File: config.mk
export PLATFORM = sky130hd
export DESIGN_NAME = semaphore_bank_controller_flat
export DESIGN_NICKNAME = d
export VERILOG_FILES = /design/src/rtl/semaphore_bank_controller_if.sv /design/src/rtl/semaphore_bank_controller.sv /design/src/flat_wrapper.sv
export SDC_FILE = /design/constraint.sdc
export NUM_CORES = 1
export LEC_CHECK = 0
export CAP_MARGIN = 10
export CORE_AREA = 5 5 121 123
export CTS_CLUSTER_SIZE = 40
export DETAILED_ROUTE_END_ITERATION = 8
export DIE_AREA = 0 0 126 128
export MAX_ROUTING_LAYER = met4
export PLACE_DENSITY = 0.41
export RECOVER_POWER = 50
export SLEW_MARGIN = 40
export SYNTH_ARGS = -nofsm -noshare
export SYNTH_HDL_FRONTEND = slang
export SYNTH_SLANG_ARGS = --single-unit
File: constraint.sdc
create_clock -name SEMAPHOREBANK_CLK -period 3 [get_ports SEMAPHOREBANK_CLK]
set_clock_uncertainty 0.15 [all_clocks]
set_input_delay 0.6 -clock SEMAPHOREBANK_CLK [delete_from_list [all_inputs] [get_ports SEMAPHOREBANK_CLK]]
set_output_delay 0.6 -clock SEMAPHOREBANK_CLK [all_outputs]
set_load 0.03 [all_outputs]
File: src/rtl/semaphore_bank_controller_if.sv
// semaphore_bank_controller_if
//   Groups the per-core/per-semaphore strobes and the registered responses of
//   the semaphore bank. Bit c*S+s of each S*C vector belongs to core c,
//   semaphore s.
//   master : CPU/controller side (drives ACQUIRE, RELEASE, READ)
//   slave  : semaphore bank (drives ACK, GRANT, STATUS, READVALID, ERROR)
interface semaphore_bank_controller_if #(
  parameter int NumberOfSemaphores = 8,
  parameter int NumberOfCores      = 2
);
  localparam int N = NumberOfSemaphores * NumberOfCores;

  logic [N-1:0]             SEMAPHOREBANK_ACQUIRE_fromCPU;
  logic [N-1:0]             SEMAPHOREBANK_RELEASE_fromCPU;
  logic [N-1:0]             SEMAPHOREBANK_READ_fromController;
  logic [N-1:0]             SEMAPHOREBANK_ACK_toCPU;
  logic [N-1:0]             SEMAPHOREBANK_GRANT_toCPU;
  logic [NumberOfCores-1:0] SEMAPHOREBANK_STATUS_toCPU;
  logic [NumberOfCores-1:0] SEMAPHOREBANK_READVALID_toCPU;
  logic [NumberOfCores-1:0] SEMAPHOREBANK_ERROR_toCPU;

  modport master (
    output SEMAPHOREBANK_ACQUIRE_fromCPU, SEMAPHOREBANK_RELEASE_fromCPU,
           SEMAPHOREBANK_READ_fromController,
    input  SEMAPHOREBANK_ACK_toCPU, SEMAPHOREBANK_GRANT_toCPU,
           SEMAPHOREBANK_STATUS_toCPU, SEMAPHOREBANK_READVALID_toCPU,
           SEMAPHOREBANK_ERROR_toCPU
  );

  modport slave (
    input  SEMAPHOREBANK_ACQUIRE_fromCPU, SEMAPHOREBANK_RELEASE_fromCPU,
           SEMAPHOREBANK_READ_fromController,
    output SEMAPHOREBANK_ACK_toCPU, SEMAPHOREBANK_GRANT_toCPU,
           SEMAPHOREBANK_STATUS_toCPU, SEMAPHOREBANK_READVALID_toCPU,
           SEMAPHOREBANK_ERROR_toCPU
  );
endinterface

File: src/rtl/semaphore_bank_controller.sv
// semaphore_bank_controller
//   Bank of NumberOfSemaphores hardware locks shared by NumberOfCores cores.
//   Each semaphore is FREE or LOCKED(owner); contending acquires are resolved
//   round-robin per semaphore, and a release with waiters hands the lock
//   straight to the next waiter without a FREE cycle. All outputs registered.
//   Ports:
//     SEMAPHOREBANK_CLK      : clock, rising edge
//     SEMAPHOREBANK_RESET_n  : asynchronous active-low reset
//     bus (slave modport)    : acquire/release/read strobes in,
//                              ack/grant/status/readvalid/error out
//   Optional build macro SEMAPHORE_TIMEOUT_EN: adds a per-semaphore hold
//   counter that forces a release (with ERROR to the owner) after
//   TimeoutCycles locked cycles.
module semaphore_bank_controller #(
  parameter int NumberOfSemaphores = 8,
  parameter int NumberOfCores      = 2,
  parameter int TimeoutCycles      = 1024
) (
  input logic                        SEMAPHOREBANK_CLK,
  input logic                        SEMAPHOREBANK_RESET_n,
  semaphore_bank_controller_if.slave bus
);
  localparam int S  = NumberOfSemaphores;
  localparam int C  = NumberOfCores;
  localparam int N  = S * C;
  localparam int OW = $clog2(C);

  typedef enum logic {FREE = 1'b0, LOCKED = 1'b1} sem_state_t;

  sem_state_t    state_q [S];
  sem_state_t    state_n [S];
  logic [OW-1:0] owner_q [S];
  logic [OW-1:0] owner_n [S];
  logic [OW-1:0] rr_q    [S];
  logic [OW-1:0] rr_n    [S];
  logic [C-1:0]  req_v   [S];
  logic [C-1:0]  rel_v   [S];
  logic [N-1:0]  grant_q, grant_n, ack_q, ack_n;
  logic [C-1:0]  status_q, status_n, rv_q, rv_n, err_q, err_n;

`ifdef SEMAPHORE_TIMEOUT_EN
  localparam int CW = $clog2(TimeoutCycles + 1);
  logic [CW-1:0] hold_q [S];
  logic [CW-1:0] hold_n [S];
`else
  logic unused_timeout_cfg;
  assign unused_timeout_cfg = (TimeoutCycles != 0);
`endif

  // First requester at or after start, wrapping at C-1.
  function automatic logic [OW-1:0] rr_pick(input logic [C-1:0] req,
                                            input logic [OW-1:0] start);
    logic [OW-1:0] pick;
    logic          found;
    int            idx;
    pick  = start;
    found = 1'b0;
    for (int i = 0; i < C; i++) begin
      idx = (int'(start) + i) % C;
      if (!found && req[idx]) begin
        found = 1'b1;
        pick  = OW'(idx);
      end
    end
    return pick;
  endfunction

  function automatic logic [OW-1:0] rr_next(input logic [OW-1:0] p);
    return (int'(p) == C - 1) ? '0 : p + 1'b1;
  endfunction

  // Regroup the core-major strobe vectors per semaphore.
  always_comb begin
    for (int s = 0; s < S; s++) begin
      req_v[s] = '0;
      rel_v[s] = '0;
      for (int c = 0; c < C; c++) begin
        req_v[s][c] = bus.SEMAPHOREBANK_ACQUIRE_fromCPU[c*S+s];
        rel_v[s][c] = bus.SEMAPHOREBANK_RELEASE_fromCPU[c*S+s];
      end
    end
  end

  // Per-semaphore next state, ack and error.
  always_comb begin
    logic          gnt;
    logic          timeout;
    logic [OW-1:0] pick;
    logic [OW-1:0] own;
    logic [C-1:0]  omask;
    ack_n = '0;
    err_n = '0;
    for (int s = 0; s < S; s++) begin
      state_n[s] = state_q[s];
      owner_n[s] = owner_q[s];
      rr_n[s]    = rr_q[s];
      gnt        = 1'b0;
      pick       = rr_q[s];
      own        = owner_q[s];
      omask      = C'(1) << own;
`ifdef SEMAPHORE_TIMEOUT_EN
      timeout    = (state_q[s] == LOCKED) && (hold_q[s] == CW'(TimeoutCycles));
`else
      timeout    = 1'b0;
`endif
      case (state_q[s])
        FREE: begin
          err_n = err_n | rel_v[s];
          if (|req_v[s]) begin
            gnt  = 1'b1;
            pick = rr_pick(req_v[s], rr_q[s]);
          end
        end
        LOCKED: begin
          err_n = err_n | (rel_v[s] & ~omask);
          if (rel_v[s][own] || timeout) begin
            // An owner release on the timeout edge is a clean release.
            if (!rel_v[s][own]) err_n = err_n | omask;
            if (|(req_v[s] & ~omask)) begin
              gnt  = 1'b1;
              pick = rr_pick(req_v[s] & ~omask, rr_q[s]);
            end else if (rel_v[s][own] && req_v[s][own]) begin
              gnt  = 1'b1;
              pick = own;
            end else begin
              state_n[s] = FREE;
            end
          end else if (req_v[s][own]) begin
            ack_n[int'(own)*S+s] = 1'b1;
          end
        end
        default: state_n[s] = FREE;
      endcase
      if (gnt) begin
        state_n[s]            = LOCKED;
        owner_n[s]            = pick;
        rr_n[s]               = rr_next(pick);
        ack_n[int'(pick)*S+s] = 1'b1;
      end
`ifdef SEMAPHORE_TIMEOUT_EN
      if (gnt || state_n[s] == FREE)              hold_n[s] = '0;
      else if (hold_q[s] == CW'(TimeoutCycles))   hold_n[s] = hold_q[s];
      else                                        hold_n[s] = hold_q[s] + 1'b1;
`endif
    end
  end

  always_comb begin
    grant_n = '0;
    for (int s = 0; s < S; s++)
      for (int c = 0; c < C; c++)
        grant_n[c*S+s] = (state_n[s] == LOCKED) && (owner_n[s] == OW'(c));
  end

  // Reads sample pre-update state; lowest semaphore index wins per core.
  always_comb begin
    logic found;
    status_n = status_q;
    rv_n     = '0;
    for (int c = 0; c < C; c++) begin
      found = 1'b0;
      for (int s = 0; s < S; s++) begin
        if (!found && bus.SEMAPHOREBANK_READ_fromController[c*S+s]) begin
          found       = 1'b1;
          rv_n[c]     = 1'b1;
          status_n[c] = (state_q[s] == LOCKED) && (owner_q[s] == OW'(c));
        end
      end
    end
  end

  always_ff @(posedge SEMAPHOREBANK_CLK or negedge SEMAPHOREBANK_RESET_n) begin
    if (!SEMAPHOREBANK_RESET_n) begin
      for (int s = 0; s < S; s++) begin
        state_q[s] <= FREE;
        owner_q[s] <= '0;
        rr_q[s]    <= '0;
`ifdef SEMAPHORE_TIMEOUT_EN
        hold_q[s]  <= '0;
`endif
      end
      grant_q  <= '0;
      ack_q    <= '0;
      status_q <= '0;
      rv_q     <= '0;
      err_q    <= '0;
    end else begin
      for (int s = 0; s < S; s++) begin
        state_q[s] <= state_n[s];
        owner_q[s] <= owner_n[s];
        rr_q[s]    <= rr_n[s];
`ifdef SEMAPHORE_TIMEOUT_EN
        hold_q[s]  <= hold_n[s];
`endif
      end
      grant_q  <= grant_n;
      ack_q    <= ack_n;
      status_q <= status_n;
      rv_q     <= rv_n;
      err_q    <= err_n;
    end
  end

  assign bus.SEMAPHOREBANK_GRANT_toCPU     = grant_q;
  assign bus.SEMAPHOREBANK_ACK_toCPU       = ack_q;
  assign bus.SEMAPHOREBANK_STATUS_toCPU    = status_q;
  assign bus.SEMAPHOREBANK_READVALID_toCPU = rv_q;
  assign bus.SEMAPHOREBANK_ERROR_toCPU     = err_q;
endmodule

File: src/flat_wrapper.sv
// flat-port wrapper written by rule: the top's interface ports become plain ports
module semaphore_bank_controller_flat 
#(
  parameter int NumberOfSemaphores = 8,
  parameter int NumberOfCores      = 2,
  parameter int TimeoutCycles      = 1024
)
  (SEMAPHOREBANK_CLK, SEMAPHOREBANK_RESET_n, bus_SEMAPHOREBANK_ACQUIRE_fromCPU, bus_SEMAPHOREBANK_RELEASE_fromCPU, bus_SEMAPHOREBANK_READ_fromController, bus_SEMAPHOREBANK_ACK_toCPU, bus_SEMAPHOREBANK_GRANT_toCPU, bus_SEMAPHOREBANK_STATUS_toCPU, bus_SEMAPHOREBANK_READVALID_toCPU, bus_SEMAPHOREBANK_ERROR_toCPU);
  semaphore_bank_controller_if #(.NumberOfSemaphores(NumberOfSemaphores), .NumberOfCores(NumberOfCores)) bus_i ();
  input logic SEMAPHOREBANK_CLK;
  input logic SEMAPHOREBANK_RESET_n;
  input wire logic [$bits(bus_i.SEMAPHOREBANK_ACQUIRE_fromCPU)-1:0] bus_SEMAPHOREBANK_ACQUIRE_fromCPU;
  input wire logic [$bits(bus_i.SEMAPHOREBANK_RELEASE_fromCPU)-1:0] bus_SEMAPHOREBANK_RELEASE_fromCPU;
  input wire logic [$bits(bus_i.SEMAPHOREBANK_READ_fromController)-1:0] bus_SEMAPHOREBANK_READ_fromController;
  output wire logic [$bits(bus_i.SEMAPHOREBANK_ACK_toCPU)-1:0] bus_SEMAPHOREBANK_ACK_toCPU;
  output wire logic [$bits(bus_i.SEMAPHOREBANK_GRANT_toCPU)-1:0] bus_SEMAPHOREBANK_GRANT_toCPU;
  output wire logic [$bits(bus_i.SEMAPHOREBANK_STATUS_toCPU)-1:0] bus_SEMAPHOREBANK_STATUS_toCPU;
  output wire logic [$bits(bus_i.SEMAPHOREBANK_READVALID_toCPU)-1:0] bus_SEMAPHOREBANK_READVALID_toCPU;
  output wire logic [$bits(bus_i.SEMAPHOREBANK_ERROR_toCPU)-1:0] bus_SEMAPHOREBANK_ERROR_toCPU;
  assign bus_i.SEMAPHOREBANK_ACQUIRE_fromCPU = bus_SEMAPHOREBANK_ACQUIRE_fromCPU;
  assign bus_i.SEMAPHOREBANK_RELEASE_fromCPU = bus_SEMAPHOREBANK_RELEASE_fromCPU;
  assign bus_i.SEMAPHOREBANK_READ_fromController = bus_SEMAPHOREBANK_READ_fromController;
  assign bus_SEMAPHOREBANK_ACK_toCPU = bus_i.SEMAPHOREBANK_ACK_toCPU;
  assign bus_SEMAPHOREBANK_GRANT_toCPU = bus_i.SEMAPHOREBANK_GRANT_toCPU;
  assign bus_SEMAPHOREBANK_STATUS_toCPU = bus_i.SEMAPHOREBANK_STATUS_toCPU;
  assign bus_SEMAPHOREBANK_READVALID_toCPU = bus_i.SEMAPHOREBANK_READVALID_toCPU;
  assign bus_SEMAPHOREBANK_ERROR_toCPU = bus_i.SEMAPHOREBANK_ERROR_toCPU;
  semaphore_bank_controller #(.NumberOfSemaphores(NumberOfSemaphores), .NumberOfCores(NumberOfCores), .TimeoutCycles(TimeoutCycles)) u_core (.SEMAPHOREBANK_CLK(SEMAPHOREBANK_CLK), .SEMAPHOREBANK_RESET_n(SEMAPHOREBANK_RESET_n), .bus(bus_i));
endmodule
==> flow_metrics.env <==
export IMPL_synth_top_flop_cell="dfrtp_1"
export IMPL_fin_area_um2=4377
export IMPL_start_util_pct=22.12
export IMPL_reg2reg_depth=4
export IMPL_cts_clk_slew_worst_paths_ns=0.05
export IMPL_wl_um=8829
export IMPL_cpMaxStageDelayCell="clkdlybuf4s50_1"
export IMPL_ys_seq_area_share_pct=51.73
export IMPL_wl_per_cell_um=15.09
export IMPL_grt_pass1_vias=2701
export IMPL_final_common_cell="clkdlybuf4s50_1"
export IMPL_final_cell_mix="clkdlybuf4s50_1 (75), dfrtp_1 (62), o21ai_0 (26)"
export IMPL_io_buffer_count=87
export IMPL_multiInputGateArea_um2=1361
export IMPL_maxSlewHeadroom_pct=20.56
export IMPL_fin_total_pwr_uw=3769
export IMPL_cpPeakStageDelay_ns=0.68
export IMPL_ant_nets=0
export IMPL_end_kind="output port"
export IMPL_yosysWarnings=0
export IMPL_synth_edf_count=0
export IMPL_synth_distinct_cells=50
export IMPL_nFillCells=1425
export IMPL_tritoncts_num_buffers=9
export IMPL_drt_iter0_drc=107
export IMPL_cts_sinks=62
export IMPL_crit_chain="clkdlybuf4s50_1"
export IMPL_num_antenna_cells=0
export IMPL_syn_area_um2=2999
export IMPL_crit_path_max_fanout=2
export IMPL_grt_util_all_layers_pct=11.81
export IMPL_leakagePower_uw=0.001819
export IMPL_period_share_pct=70.95
export IMPL_cap_violations=0
export IMPL_hold_violations=0
export IMPL_grt_pass1_wl_um=14460
export IMPL_nets=450
export IMPL_ctsResizeCount=0
export IMPL_syn2layout_area_growth_pct=45.93
export IMPL_post_cts_buffers=0
export IMPL_area_sequential_um2=1551
export IMPL_rsz0062_at_grt="no"
export IMPL_design_core_area_um2=13560
export IMPL_drc=0
export IMPL_setup_violations=0
export IMPL_slew_viol_final=0
export IMPL_peakVddDrop_mv=0.2774
export IMPL_cp_arrival_ns=1.38
export IMPL_min_period_ns=2.128
export IMPL_drive_gt1_share_pct=5.926
export IMPL_ios=88
export IMPL_worst_path_buf_inv=1
export IMPL_status="finished clean"
export IMPL_hp_class="primary input to async pin"
export IMPL_placed_cell_area_um2=4083
export IMPL_grt_max_degree=29
export IMPL_first_pass_iters=4
export IMPL_grt_overflow=0
export IMPL_cts_hold_buf=0
export IMPL_die_x_um=126
export IMPL_start_kind="register"
export IMPL_cts_max_path_buffers=2
export IMPL_worstPathRequired_ns=2.25
export IMPL_viasPerCell=4.467
export IMPL_cp_top_family="buffers and inverters"
export IMPL_path_depth=1
export IMPL_rows=43
export IMPL_crit_type="register to output port"
export IMPL_fin_setup_tns_ns=0
export IMPL_place_gp_congestion=0.8193
export IMPL_num_vias=2613
export IMPL_dp_hpwl_um=6894
export IMPL_fin_util_pct=32.28
export IMPL_die_h_um=128
export IMPL_power_density_nw_per_um2=861.2
export IMPL_async_reset_ff_share_pct=100.0
export IMPL_cts_tree="yes"
export IMPL_synth_fp_nets=355
export IMPL_cts_root_buf="clkbuf_16"
export IMPL_synth_area_per_cell_um2=9.833
export IMPL_insertion_delay_ns=0.32
export IMPL_clock_fmax_mhz=469.8
export IMPL_tightest_slew_ns=1.192
export IMPL_whs_ns=0.1949
export IMPL_synth_seq_cells=62
export IMPL_antenna_found_initial=0
export IMPL_netlist_instances=305
export IMPL_ctsHtreeMaxLevel=3
export IMPL_die_area_um2=16130
-- state kept, by name, indices dropped and copies added, names as in the netlist --
register                                  flops
u_core.bus.SEMAPHOREBANK_ACK_toCPU           16
u_core.bus.SEMAPHOREBANK_STATUS_toCPU         2
u_core.bus.SEMAPHOREBANK_READVALID_toCPU      2
u_core.bus.SEMAPHOREBANK_ERROR_toCPU          2
u_core.bus.SEMAPHOREBANK_GRANT_toCPU         16
u_core.rr_q                                   8
u_core.owner_q                                8
u_core.state_q                                8
-- synthesized netlist by cell type (all sizes together) (4+ instances only) --
cell	instances	area share (%)
nor2b	9	1.9
o22ai	4	0.83
a22oi	6	1.5
mux2i	7	2.3
a221oi	5	1.5
nand3	6	1.0
inv	17	2.1
a21boi	9	2.3
o21ai	26	4.3
a21oi	20	3.5
dfrtp	62	52
nand2	23	2.9
and2	7	1.5
nor3	5	1.0
and3	4	0.83
nand2b	20	4.2
a211oi	5	1.3
nor2	22	2.8
-- path summary, 6_finish.rpt --
| check | to | from | slack (ns) |
|---|---|---|---|
| worst max-delay path | bus_SEMAPHOREBANK_STATUS_toCPU[0] | u_core.bus.SEMAPHOREBANK_STATUS_toCPU[0] | 0.87 |
| worst min-delay path | u_core.bus.SEMAPHOREBANK_ACK_toCPU[5] | SEMAPHOREBANK_RESET_n | 0.19 |
| worst max register to register | u_core.bus.SEMAPHOREBANK_ERROR_toCPU[0] | u_core.owner_q[4] | 1.24 |
| worst min register to register | u_core.rr_q[3] | u_core.rr_q[3] | 0.33 |
| max in group asynchronous | u_core.bus.SEMAPHOREBANK_GRANT_toCPU[2] | SEMAPHOREBANK_RESET_n | 0.95 |
| min in group SEMAPHOREBANK_CLK | u_core.rr_q[3] | u_core.rr_q[3] | 0.33 |
-- per-layer routing --
metal	track usage, %	up-vias	routed length [µm]
met5	-	-	0
met4	5.363	0	167
met3	2.750	14	373
met2	17.25	63	3948
met1	15.58	1236	4340
li1	-	1300	-
-- logic make-up (layout without fill, tap and decap cells) --
kind of cell           after synthesis  after routing  share of synthesized area, %
buffers and inverters               22            122                         2.879
AO/OA/AOI/OAI                      102            102                         22.90
multiplexers                         8              8                         2.712
flip-flops                          62             62                         51.73
AND/OR/NAND/NOR                    111            111                         19.77
-- metrics by stage --
step | std cells | setup slack (ns)
6_report | 585 | 0.8716
5_1_grt | 585 | 0.4645
4_1_cts | 585 | 0.8295
3_5_place_dp | 569 | 0.6649
3_3_place_gp | 569 | 0.6444
2_1_floorplan | 305 | 1.265
-- final cells by class --
cell class,count,share of cell area [%]
clock buffer,12,5.860
clock inverter,4,1.029
inverter,17,1.458
multi-input combinational,221,31.10
sequential,62,35.45
tap,180,5.146
timing repair buffer,89,19.95
-- where the power goes --
part | internal (µW) | switching, µW | total [µW] | leakage [µW]
clock | 683 | 357 | 1040 | 0.000152
sequential | 1100 | 204 | 1300 | 0.000715
combinational | 638 | 790 | 1430 | 0.000952
total | 2420 | 1350 | 3770 | 0.00182
Power figures use the tool's default switching activity.
